$ cat src/rtl/exc_pkg.sv
// Shared types and constants for the exception controller: FSM states and ESR cause codes.
package exc_pkg;

   localparam int ESR_W = 4;

   typedef enum logic [1:0] {
      NORMAL  = 2'd0,
      HANDLER = 2'd1,
      HALT    = 2'd2
   } exc_state_t;

   localparam logic [ESR_W-1:0] ESR_NONE   = 4'd0;
   localparam logic [ESR_W-1:0] ESR_UNDEF  = 4'd1;
   localparam logic [ESR_W-1:0] ESR_IRQ    = 4'd2;
   localparam logic [ESR_W-1:0] ESR_ERET   = 4'd3;
   localparam logic [ESR_W-1:0] ESR_DFAULT = 4'd4;

   // True when a state change lands in an exception-taking state.
   function automatic logic enters_exception(exc_state_t cur, exc_state_t nxt);
      return (nxt != cur) && (nxt != NORMAL);
   endfunction

endpackage

$ cat src/rtl/exc_ctrl_irq_sync.sv
// Two-flop synchroniser bringing the asynchronous external IRQ level into the clk domain.
module irq_sync (
   input  logic clk,
   input  logic reset,
   input  logic async_in,
   output logic sync_out
);

   logic meta_reg;
   logic sync_reg;

   always_ff @(posedge clk or posedge reset) begin
      if (reset) begin
         meta_reg <= 1'b0;
         sync_reg <= 1'b0;
      end else begin
         meta_reg <= async_in;
         sync_reg <= meta_reg;
      end
   end

   assign sync_out = sync_reg;

endmodule

$ cat src/rtl/exc_ctrl.sv
// Next-PC arbiter / exception controller feeding the fetch-stage PC mux.
// Define EXC_CNT_EN to build the 32-bit exceptions-taken counter; otherwise exc_count reads 0.
module exc_ctrl
   import exc_pkg::*;
#(
   parameter int          N          = 64,
   parameter logic [N-1:0] EXC_VECTOR = N'(64'hD8)
) (
   input  logic             clk,
   input  logic             reset,
   input  logic [N-1:0]     pc_i,
   input  logic             branch_taken,
   input  logic [N-1:0]     branch_target,
   input  logic             invalid_instr,
   input  logic             eret,
   input  logic             ext_irq,
   output logic             PCSrc_F,
   output logic [N-1:0]     PCBranch_F,
   output logic             kill,
   output logic [N-1:0]     elr,
   output logic [ESR_W-1:0] esr,
   output logic             in_handler,
   output logic             halted,
   output logic [31:0]      exc_count
);

   exc_state_t       state_reg, state_next;
   logic [N-1:0]     elr_reg, elr_next;
   logic [ESR_W-1:0] esr_reg, esr_next;
   logic             irq_pend_reg, irq_pend_next;
   logic             irq_sync_s;
   logic             irq_take;

   irq_sync u_irq_sync (
      .clk      (clk),
      .reset    (reset),
      .async_in (ext_irq),
      .sync_out (irq_sync_s)
   );

   always_ff @(posedge clk or posedge reset) begin
      if (reset) begin
         state_reg    <= NORMAL;
         elr_reg      <= '0;
         esr_reg      <= ESR_NONE;
         irq_pend_reg <= 1'b0;
      end else begin
         state_reg    <= state_next;
         elr_reg      <= elr_next;
         esr_reg      <= esr_next;
         irq_pend_reg <= irq_pend_next;
      end
   end

   always_comb begin
      state_next = state_reg;
      elr_next   = elr_reg;
      esr_next   = esr_reg;
      irq_take   = 1'b0;
      case (state_reg)
         NORMAL: begin
            if (invalid_instr) begin
               elr_next   = pc_i;
               esr_next   = ESR_UNDEF;
               state_next = HANDLER;
            end else if (eret) begin
               elr_next   = pc_i;
               esr_next   = ESR_ERET;
               state_next = HANDLER;
            end else if (irq_pend_reg) begin
               // The interrupted instruction retires, so return to its successor.
               elr_next   = branch_taken ? branch_target : pc_i + N'(4);
               esr_next   = ESR_IRQ;
               state_next = HANDLER;
               irq_take   = 1'b1;
            end
         end
         HANDLER: begin
            if (invalid_instr) begin
               esr_next   = ESR_DFAULT;
               state_next = HALT;
            end else if (eret) begin
               esr_next   = ESR_NONE;
               state_next = NORMAL;
            end
         end
         HALT: begin
            state_next = HALT;
         end
         default: begin
            state_next = NORMAL;
         end
      endcase
      irq_pend_next = irq_take ? 1'b0 : (irq_pend_reg | irq_sync_s);
   end

   always_comb begin
      PCSrc_F    = branch_taken;
      PCBranch_F = branch_target;
      kill       = 1'b0;
      case (state_reg)
         NORMAL: begin
            if (invalid_instr || eret) begin
               PCSrc_F    = 1'b1;
               PCBranch_F = EXC_VECTOR;
               kill       = 1'b1;
            end else if (irq_pend_reg) begin
               PCSrc_F    = 1'b1;
               PCBranch_F = EXC_VECTOR;
            end
         end
         HANDLER: begin
            if (invalid_instr) begin
               PCSrc_F    = 1'b1;
               PCBranch_F = pc_i;
               kill       = 1'b1;
            end else if (eret) begin
               PCSrc_F    = 1'b1;
               PCBranch_F = elr_reg;
            end
         end
         HALT: begin
            // Re-fetch the same PC forever and suppress every write.
            PCSrc_F    = 1'b1;
            PCBranch_F = pc_i;
            kill       = 1'b1;
         end
         default: begin
            PCSrc_F    = branch_taken;
            PCBranch_F = branch_target;
            kill       = 1'b0;
         end
      endcase
   end

   assign elr        = elr_reg;
   assign esr        = esr_reg;
   assign in_handler = (state_reg == HANDLER);
   assign halted     = (state_reg == HALT);

`ifdef EXC_CNT_EN
   logic [31:0] exc_count_reg;

   always_ff @(posedge clk or posedge reset) begin
      if (reset) begin
         exc_count_reg <= '0;
      end else if (enters_exception(state_reg, state_next)) begin
         exc_count_reg <= exc_count_reg + 32'd1;
      end
   end

   assign exc_count = exc_count_reg;
`else
   assign exc_count = '0;
`endif

endmodule

$ cat config.mk
export PLATFORM = sky130hd
export DESIGN_NAME = exc_ctrl
export DESIGN_NICKNAME = d
export VERILOG_FILES = /design/src/rtl/exc_pkg.sv /design/src/rtl/exc_ctrl_irq_sync.sv /design/src/rtl/exc_ctrl.sv
export SDC_FILE = /design/constraint.sdc
export NUM_CORES = 1
export LEC_CHECK = 0
export ABC_AREA = 0
export CORE_ASPECT_RATIO = 1.2
export CORE_MARGIN = 5
export CORE_UTILIZATION = 31
export CTS_BUF_LIST = sky130_fd_sc_hd__clkbuf_8
export DETAILED_ROUTE_END_ITERATION = 8
export GPL_TIMING_DRIVEN = 0
export HOLD_SLACK_MARGIN = 0.12
export SLEW_MARGIN = 20
export SYNTH_ARGS = -nofsm -noshare
export SYNTH_HDL_FRONTEND = slang
export SYNTH_SLANG_ARGS = --single-unit
$ cat constraint.sdc
create_clock -name clk -period 2.81 [get_ports clk]
set_clock_uncertainty 0.05 [all_clocks]
set_input_delay 0.562 -clock clk [delete_from_list [all_inputs] [get_ports clk]]
set_output_delay 0.562 -clock clk [all_outputs]
set_load 0.1 [all_outputs]
# == After elaboration in Yosys (flattened, before gate mapping) ==
# Cells that the tools add are included.
# word_totals
output_inout_bits,168
latchBits,0
ram_bits,0
rom_bits,0
register_bits,73
mem_count,0
input_bits,134
wordCells,53
# op_classes
bitwise_logic,1
n_lt_le_gt_ge,0
n_reduce_logical,7
div_mod_pow,0
add_sub_neg,1
n_shift,0
n_mux,34
n_eq_ne,4
mul,0
# op_table
op,count
64-bit two-way mux,8
64-bit one-hot mux with 3 select lines,1
"64-bit by 3-bit adder with 64-bit output, second input constant",1
4-bit two-way mux,5
1-bit two-way mux,11
2-bit two-way mux,5
4-bit one-hot mux with 2 select lines,1
1-bit one-hot mux with 3 select lines,2
2-bit one-hot mux with 3 select lines,1
"4-bit inequality test, second input constant",1
2-bit AND reduction,2
"3-bit inequality test, second input constant",1
3-bit AND reduction,1
3-bit nonzero test,1
"2-bit by 1-bit == test with 1-bit output, second input constant",1
"2-bit == test, second input constant",1
2-bit zero test,1
2-bit nonzero test,1
1-bit logical OR,1
1-bit bitwise OR,1

# == Depth between registers and ports, before layout ==
# logic_depth
ltp_word,5
depth_mapped,9

# == Hierarchy ==
# Synthesis repeated with hierarchy kept, for this count alone.
# unflattened
hier_cells,882
area_unflattened_um2,6421.2
# by_module_without_submodules
mod,area_each_um2,cells_per_inst,instances
exc_ctrl,6367.4,879,1
irq_sync,53.8,3,1

# == Worst setup path before layout ==
# OpenSTA, ideal clock, no wires.
# synth_path
kind,reg2out
startpoint,register state_reg[0]
endpoint,output port PCBranch_F[56]
stages_incl_launch_ff,8
t_arrival_ns,5.167
t_required_ns,2.198
n_path_buf,3
slack_ns,-2.969
cell_sequence,dfrtp_1 -> clkbuf_1 -> nor2b_1 -> and3b_1 -> clkbuf_1 -> clkbuf_1 -> a22oi_1 -> o21ai_0
# synth_between
elab_chain_len,2
elab_cells_between_ends,4
cone_classes,eq/ne: 2; mux: 1; reduce/logical: 1
# synth_lines
element,line,source
"start, declared",exc_ctrl.sv:27,"exc_state_t state_reg, state_next;"
"start signal, assigned",exc_ctrl.sv:48,state_reg <= state_next;
2-bit by 1-bit == test with 1-bit output,--,
net in_handler,exc_ctrl.sv:22,"output logic in_handler,"
64-bit one-hot mux with 3 select lines,exc_ctrl.sv:101,case (state_reg)
"end, declared",exc_ctrl.sv:18,"output logic [N-1:0] PCBranch_F,"
# The timed path passes the listed nets, and every way through them passes these cells.

# == Final worst setup path ==
# layout_path
startpoint,register state_reg[1]
endpoint,output port PCBranch_F[59]
# layout_between
elab_chain_len,2
elab_cells_between_ends,4
cone_classes,eq/ne: 2; mux: 1; reduce/logical: 1
# layout_lines
element,line
2-bit == test (tied with other cells),exc_ctrl.sv:101
64-bit one-hot mux with 3 select lines *,exc_ctrl.sv:101
# Every way passes the cells marked *; elsewhere a longest branch is shown, timed or not.

==> metrics <==
remaining antenna violation count=0; Max Slew Vio Count=0; vias per inst=5.71; number of synthesized flops with an enable pin=0; Post-Synth Adder-Cell Area=0.199%; count of final setup violators=0; clock latency on the worst-skew pair=380 ps; Worst-Margin Slew=~1100 ps; Post-CTS Hold Buffers=0; # port buffers=260; compound-gate portion of the synthesized area=around 30%; DR WL/cell=about 25 um; crit path max fanout=10; Post-Syn Area=6270 um^2; Iteration-0 DRC Markers=between 900 and 1k; DP Wirelength=approximately 25,000 um; main area contributors after synthesis=dfrtp_1 29%, o21ai_0 10%, a22oi_1 8.6%; Simple-Gate Fraction of Synth Area=22.5%; die width=140 um; Largest register FFs=64; Syn Area/Cell=7.50 um^2; CTS tree=done; ys async rst share=100%; number of detailed-route iterations in the first pass=9; Multi-input gate area=roughly 5200 um^2; Vias=between 8k and 9k; CTS HTree Levels=3; Final GP Congestion=0.872; register area share after synthesis=28.7%; largest area contributor in the netlist=dfrtp_1; FP Rows=57; crit path launch type=register; Hold Violations, Final=0; XOR/XNOR Fraction of Synth Area=8.37%; Die Area=23,200 um^2; Initial Util=31.2%; kind of critical path=register to output port; share of cells above drive strength 1=between 30 and 40%; Worst Path Arrival=2160 ps; RSZ-0062 raised after global routing=true; GR Overflow Total=0; Placeable Area=approximately 20,000 um^2; clk slew on worst S/H paths=90 ps; final setup margin=between 30 and 40 ps; FF+latch count, synth=72; YS warnings=0; number of global-route vias before repair=8,186; FMAX=0.360 GHz; final worst-path cycle share=98.8%; crit path cell chain=buf_8, nor2b_4, and3b_2, clkbuf_16, clkbuf_16, a22oi_2, o21ai_4, buf_12; TritonCTS Buffers=9; I/O pins=302; area grow syn2layout=90.0%; global-route usage over all layers=between 20% and 30%; Primary FF master, synth=dfrtp_1; final-layout fill cell count=between 1.5k and 2k; synth cell count leaders=128 x o21ai_0, 123 x nand2_1, 72 x a22oi_1, 72 x dfrtp_1, 56 x clkbuf_1; Synth top area share=28.7%; DRT Wirelength=between 30,000 and 40,000 um; CP most frequent cell=clkbuf_16; most common cell in the netlist=o21ai_0; Final Util=59.3%; fin nets=~1.3k; die span in y=166 um; CP max-delay cell=dfrtp_1; largest family of logic cells by synthesized area=compound AO/OA/AOI/OAI gates; largest net degree at the start of global routing=43; Synth cell types=54; failing checks=DRC; post-synthesis cell count=around 840; number of max-cap violations=0; antenna violations before repair=0; min Tclk post-route=2780 ps; drc violations=4; Slew HR=28.9%; Reg area=1800 um^2; status=finished, violations left; critical path endpoint category=output port; Worst Hold Class=register to register; diodes inserted=0; Placement Setup Slack=-2000 ps; CTS Buffer Depth=2; clk sink count=a little over 70; post-synthesis mux area share=less than 1%; Hold WS=306 ps; global-route wire length before repair=51,900 um; clock root buffer=clkbuf_8; crit-path max cell delay=roughly 400 ps; required time worst endpoint=2200 ps
-- timing repair --
item	in CTS	in global routing
endpoints found under the setup margin	91	78
cloned	5	3
pin swaps	13	8
buffers inserted	14	2
gates resized for setup	658	82
-- through the flow --
| step | setup TNS (ps) | area (um^2) | cells |
|---|---|---|---|
| floorplan | -7820 | 7210 | 869 |
| global placement | -235320 | 10100 | 1394 |
| detailed placement | -145610 | 10300 | 1398 |
| CTS | -343 | 11600 | 1431 |
| global route | -173 | 11900 | 1433 |
| finish | 0 | 11900 | 1433 |
-- layout by cell type (no fill, tap or decap), drive strengths merged, types with 4 or more instances in the layout --
| cell | count |
|---|---|
| a21oi | 38 |
| a222oi | 30 |
| a22oi | 72 |
| and3 | 10 |
| and4 | 4 |
| buf | 140 |
| clkbuf | 63 |
| clkdlybuf4s50 | 191 |
| conb | 33 |
| dfrtp | 72 |
| inv | 10 |
| mux2i | 5 |
| nand2 | 123 |
| nand3 | 50 |
| nand4 | 16 |
| nor2 | 42 |
| nor2b | 7 |
| nor3 | 19 |
| nor3b | 4 |
| nor4 | 7 |
| o21a | 5 |
| o21ai | 132 |
| o22a | 5 |
| xnor2 | 31 |
| xor2 | 29 |
-- worst paths after layout --
check / slack [ps] / to / startpoint / cells past startpoint
max: 30 / PCBranch_F[59] / state_reg[1] / 8
min: 310 / u_irq_sync.sync_out / u_irq_sync.meta_reg / 0
max reg2reg: 630 / elr[21] / state_reg[1] / 7
min reg2reg: 310 / u_irq_sync.sync_out / u_irq_sync.meta_reg / 0
max in group asynchronous: 1600 / elr[20] / reset / 3
min in group asynchronous: 500 / elr[62] / reset / 2
-- layer usage --
metal | global-route usage [%] | vias to the layer above | wire length (um)
li1 | - | 3667 | -
met1 | 34.6 | 3952 | 13400
met2 | 50.9 | 475 | 17800
met3 | 5.21 | 88 | 3100
met4 | 13.5 | 0 | 1640
met5 | 0 | - | 0
-- cells by family (layout without fill, tap and decap cells) --
group,count (synthesis),in the layout
AO/OA/AOI/OAI,295,295
XOR/XNOR,60,60
AND/OR/NAND/NOR,288,288
adder cells (fa/ha/maj),1,1
buffers and inverters,115,414
flip-flops,72,72
other,1,33
multiplexers,5,5
-- critical path: cells and delay by family, from the launching register on --
kind                   cells  cell delay [ps]
buffers and inverters      4              710
DFF                        1              390
and+or+nand+nor            2              350
AOI/OAI and AO/OA          2              310
-- area by class of cell --
type / instances / share of cell area [%]
Timing Repair Buffer: 287 / 29.0
Sequential cell: 72 / 15.1
Tap cell: 265 / 2.78
Clock inverter: 6 / 0.903
Buffer: 101 / 7.46
Inverter: 10 / 0.346
Clock buffer: 10 / 1.15
Multi-Input combinational cell: 682 / 43.2
Power is not shown: default switching activity piles up to over one toggle a cycle in this logic, so the estimate is an artifact.
